File: src/rtl/simon_lfsr_pkg.sv
// Shared constants for the Simon LFSR family: feedback-mode encodings and the
// default 30-bit tap mask (x^30 + x^6 + x^4 + x + 1).
package simon_lfsr_pkg;

    localparam int LFSR_FIBONACCI = 0;
    localparam int LFSR_GALOIS    = 1;

    localparam logic [29:0] TAPS_30 = 30'h2000_0029;

endpackage

File: src/rtl/lfsr_step.sv
// One combinational LFSR step. Fibonacci shifts left and appends the tap
// parity; Galois shifts right and folds the tap mask in when the LSB is set.
module lfsr_step
    import simon_lfsr_pkg::*;
#(
    parameter int               WIDTH = 30,
    parameter logic [WIDTH-1:0] TAPS  = WIDTH'(TAPS_30),
    parameter int               MODE  = LFSR_FIBONACCI
) (
    input  logic [WIDTH-1:0] state,
    output logic [WIDTH-1:0] next
);

    if (MODE == LFSR_GALOIS) begin : g_galois
        assign next = (state >> 1) ^ ({WIDTH{state[0]}} & TAPS);
    end else begin : g_fibonacci
        assign next = {state[WIDTH-2:0], ^(state & TAPS)};
    end

endmodule

File: src/rtl/param_lfsr.sv
// Parametrised LFSR: configurable width, taps, seed, feedback mode and steps
// per enabled clock. Supports runtime seed load with zero-seed rejection
// (lockup pulse) and a wrapped pulse when the state returns to its start.
// Optional build macro LFSR_STEP_COUNT_EN adds a saturating step_count output
// that counts enabled cycles since reset, load or the last wrap.
module param_lfsr
    import simon_lfsr_pkg::*;
#(
    parameter int               WIDTH = 30,
    parameter logic [WIDTH-1:0] TAPS  = WIDTH'(TAPS_30),
    parameter logic [WIDTH-1:0] SEED  = WIDTH'(1),
    parameter int               MODE  = LFSR_FIBONACCI,
    parameter int               STEPS = 1
) (
    input  logic             clock,
    input  logic             reset,
    input  logic             enable,
    input  logic             load,
    input  logic [WIDTH-1:0] seed_in,
    output logic [WIDTH-1:0] data,
    output logic             lockup,
`ifdef LFSR_STEP_COUNT_EN
    output logic             wrapped,
    output logic [WIDTH-1:0] step_count
`else
    output logic             wrapped
`endif
);

    // Reject illegal configurations at elaboration time.
    if (SEED == '0) begin : g_bad_seed
        $error("param_lfsr: SEED must be non-zero");
    end
    if (WIDTH < 2 || WIDTH > 64) begin : g_bad_width
        $error("param_lfsr: WIDTH must be in 2..64");
    end
    if (STEPS < 1 || STEPS > WIDTH) begin : g_bad_steps
        $error("param_lfsr: STEPS must be in 1..WIDTH");
    end

    logic [WIDTH-1:0] start_state;
    logic [WIDTH-1:0] stepped;
    logic             wrap_hit;

    // Chain STEPS single-step stages so one enabled clock advances STEPS states.
    for (genvar k = 0; k < STEPS; k++) begin : g_step
        logic [WIDTH-1:0] cur;
        logic [WIDTH-1:0] nxt;
        if (k == 0) begin : g_first
            assign cur = data;
        end else begin : g_next
            assign cur = g_step[k-1].nxt;
        end
        lfsr_step #(
            .WIDTH (WIDTH),
            .TAPS  (TAPS),
            .MODE  (MODE)
        ) u_step (
            .state (cur),
            .next  (nxt)
        );
    end

    assign stepped  = g_step[STEPS-1].nxt;
    // Only the state at the cycle boundary is compared, so intermediate
    // steps landing on start_state do not count as a wrap.
    assign wrap_hit = (stepped == start_state);

    // State, start-state and pulse registers; load outranks enable.
    // NOTE: sequential state uses non-blocking assignments so every register
    // samples pre-edge values regardless of statement order.
    always_ff @(posedge clock or negedge reset) begin
        if (!reset) begin
            data        <= SEED;
            start_state <= SEED;
            lockup      <= 1'b0;
            wrapped     <= 1'b0;
        end else if (load) begin
            wrapped <= 1'b0;
            if (seed_in != '0) begin
                data        <= seed_in;
                start_state <= seed_in;
                lockup      <= 1'b0;
            end else begin
                // A zero seed would lock the register; fall back to SEED.
                data        <= SEED;
                start_state <= SEED;
                lockup      <= 1'b1;
            end
        end else if (enable) begin
            data    <= stepped;
            lockup  <= 1'b0;
            wrapped <= wrap_hit;
        end else begin
            lockup  <= 1'b0;
            wrapped <= 1'b0;
        end
    end

`ifdef LFSR_STEP_COUNT_EN
    // Saturating count of enabled cycles, cleared by reset, load and wrap.
    always_ff @(posedge clock or negedge reset) begin
        if (!reset) begin
            step_count <= '0;
        end else if (load) begin
            step_count <= '0;
        end else if (enable) begin
            if (wrap_hit) begin
                step_count <= '0;
            end else if (step_count != '1) begin
                step_count <= step_count + 1'b1;
            end
        end
    end
`endif

endmodule

File: config.mk
export PLATFORM = sky130hd
export DESIGN_NAME = param_lfsr
export DESIGN_NICKNAME = d
export VERILOG_FILES = /design/src/rtl/simon_lfsr_pkg.sv /design/src/rtl/lfsr_step.sv /design/src/rtl/param_lfsr.sv
export SDC_FILE = /design/constraint.sdc
export NUM_CORES = 1
export LEC_CHECK = 0
export ABC_AREA = 0
export ABC_CLOCK_PERIOD_IN_PS = 1600
export BUFFER_PORTS_ARGS = -buffer_cell sky130_fd_sc_hd__buf_4
export CORE_MARGIN = 5
export CORE_UTILIZATION = 30
export CTS_CLUSTER_SIZE = 16
export DETAILED_ROUTE_END_ITERATION = 8
export GPL_TIMING_DRIVEN = 0
export PLACE_DENSITY_LB_ADDON = 0.08
export SLEW_MARGIN = 20
export SYNTH_ARGS = -nofsm -noshare
export SYNTH_HDL_FRONTEND = slang
export SYNTH_SLANG_ARGS = --single-unit
File: constraint.sdc
create_clock -name clock -period 1.6 [get_ports clock]
set_input_delay 0.24 -clock clock [delete_from_list [all_inputs] [get_ports clock]]
set_output_delay 0.24 -clock clock [all_outputs]
set_load 0.02 [all_outputs]
==> impl_metrics.ini <==
[timing]
worstMarginPinSlew_ps = 817
hold_viol_final = 1
period_minus_slack_ps = 1480
holdWs_ps = -1.56
setup_viol_count_final = 0
slew_headroom = 0.455
rsz0062_at_grt = false
clock.fmax_mhz = 676
timing.final.crit_share = 0.925
skew_ps = 10.4
slew_violations = 0

[grt]
grt_max_degree = 63
antenna_found_initial = 0
grt_pass1_wl_um = 13200
gr-total-overflow = 0
grt_use_total = 0.151
grt_pass1_vias = 2438

[pwr]
switching_share = 0.314
intPower_mw = 2.69
cellLeakagePower_nw = 1.81
power.share.clock = 0.309
irDropWorstVdd_uv = 499
p_comb_frac = 0.210
p_sw_mw = 1.23
power_frac_seq = 0.482
pwr_density_cell_mw_per_mm2 = 1050

[die]
coreArea_mm2 = 0.00933
die_area_mm2 = 0.0117
io_pins = 66
row_count = 35
start_util = 0.311
dieWidth_um = 108
die_y_um = 108

[worst_setup_path]
crit_path_end = wrapped$_DFF_PN0_
rr_startpoint = data[14]$_DFFE_PN0P_
cpLargestDelayFamily = simple AND/OR/NAND/NOR gates
critPathBufInv = 0
required_ps = 1850
rrSetupSlack_ps = 120
end_kind = flop
r2r_cells = 4
slowest_stage = dfrtp_1
worst-path-max-fanout = 4
crit_chain = xor2_1 -> nor4_2 -> nand4_1 -> nor3_2
cp.depth = 4
max_stage_delay_ps = 450
critPathKind = flop to flop
crit_path_start = data[14]$_DFFE_PN0P_
start_kind = flop
crit_arrival_ps = 1730
timing.rr.end = wrapped$_DFF_PN0_

[route]
drc = 0
drtAntennaViolNets = 0
via_count = 2300
drt_pass1_iterations = 4
wl_um = 8210
routedWlPerCell_um = 16.9
dr.first_iter.drc_count = 86
vias_per_cell = 4.72

[run]
maxCapViolCount = 0

[synthesis]
yosysWarnings = 0
yosys.cell_types.count = 22
syn_area_per_cell_um2 = 10.4
syn_area_mm2 = 0.00290
syn_nets = 313
yosysSeqAreaShare = 0.536
synth_cells = 279
yosys_register_bits = 62

[status]
outcome = finished with violations
violations = negative hold slack

[clock_network]
clock_latency_ps = 340
clkTransAtPathRegs_ps = 70
postCtsSetupBuffers = 0
cts_tree = yes
cts_made_buffers = 9
ctsLongestPathBuffers = 2
cts.sinks = 62
htreeDepth = 3
clock-root-buffer = clkbuf_8

[finish]
fillCellCount = 966
fin_area_mm2 = 0.00373
fin_nets = 387
final_cell_mix = buf_4, dfrtp_1, o21ai_0
antenna_cells = 0
final_util = 0.400
multi_input_area_mm2 = 0.00120
final_common_cell = buf_4
syn2layout_area_growth_pct = 28.7
regArea_mm2 = 0.00155
final_layout_size_suffix_gt1_frac = 0.268

[placement]
placed_cell_area_mm2 = 0.00353
place_hpwl_um = 6020
gp_congestion = 0.740
numPortBuffers = 63

[worst_hold_path]
hold_path_class = input pin to async pin
## power by group through the flow
stage	clock (mW)	combinational, mW	sequential [mW]
6_report	1.21	0.822	1.89
5_1_grt	1.30	0.913	1.92
4_1_cts	1.24	0.830	1.89
3_5_place_dp	0	0.816	1.92
3_3_place_gp	0	0.815	1.92
2_1_floorplan	0	0.358	1.98
## state kept, by name, indices dropped and copies added (netlist names)
name and flops:
data 30, lockup 1, start_state 30, wrapped 1
## worst min-delay path by stage
stage,from,endpoint,slack (ps),depth (start not counted)
finish,reset,data[26]$_DFFE_PN0P_,-2,1
global route,reset,data[26]$_DFFE_PN0P_,60,1
CTS,reset,data[26]$_DFFE_PN0P_,20,1
detailed placement,reset,data[26]$_DFFE_PN0P_,390,1
global placement,reset,data[28]$_DFFE_PN0P_,400,1
floorplan,reset,data[10]$_DFFE_PN0P_,-60,0
## cells by family (layout without fill, tap and decap cells)
kind of cell           count (synthesis)  after routing  synth area share
XOR/XNOR                              33             33             0.105
AND/OR/NAND/NOR                       52             52            0.0877
AO/OA/AOI/OAI                         59             59             0.103
buffers and inverters                 42            121            0.0592
multiplexers                          31             31             0.108
flip-flops                            62             62             0.536
## Yosys cell counts
library cell  number  share of area
xor3_2             1         0.0086
mux2i_1           28          0.097
nand2b_1           1         0.0022
xor2_1            29          0.088
nand2_2            1         0.0022
buf_2              5         0.0086
inv_1             28          0.036
nor4b_1            1         0.0030
o21ai_0           58           0.10
buf_4              2         0.0052
nand4_1            4         0.0086
o22a_1             1         0.0030
nor4_1            13          0.028
mux2_2             3          0.012
nor3b_1            1         0.0026
dfrtp_1           60           0.52
nand2_1           28          0.036
xnor2_1            3         0.0091
nor3_1             2         0.0035
dfstp_2            2          0.018
clkbuf_1           7         0.0091
nor2_1             1         0.0013
## metrics by stage
stage	std cells	power, mW	hold slack [ps]	worst slack, ps	TNS, ps
after global routing	487	4.13	60.5	7.77	0
after floorplan	279	2.34	-55.6	204	0
after CTS	487	3.96	23.1	20.0	0
final	487	3.93	-1.56	120	0
after detailed placement	471	2.74	389	-44.1	-44.1
after global placement	471	2.74	400	-14.0	-14.0
## cell type report
type	instances	share of cell area
multi-input cells	175	0.322
repair buffers	63	0.127
well taps	129	0.0433
clock inverters	4	0.00604
plain buffers	14	0.0178
clock buffers	12	0.0389
flip-flops and latches	62	0.417
inverters	28	0.0282
## per-layer routing
metal | global-route usage | part of all wire | up-vias
li1 | - | - | 1096
met1 | 0.204 | 0.48 | 1144
met2 | 0.239 | 0.47 | 54
met3 | 0.0436 | 0.040 | 6
met4 | 0.0379 | 0.0095 | 0
met5 | 0 | 0 | -
## repair_timing
action / in CTS / in global routing
gates resized for setup: 2 / 3
endpoints found under the hold margin: 0 / 0
endpoints found under the setup margin: 1 / 1
hold buffers: 0 / 0
No activity file was read; power rests on OpenSTA's default activity.
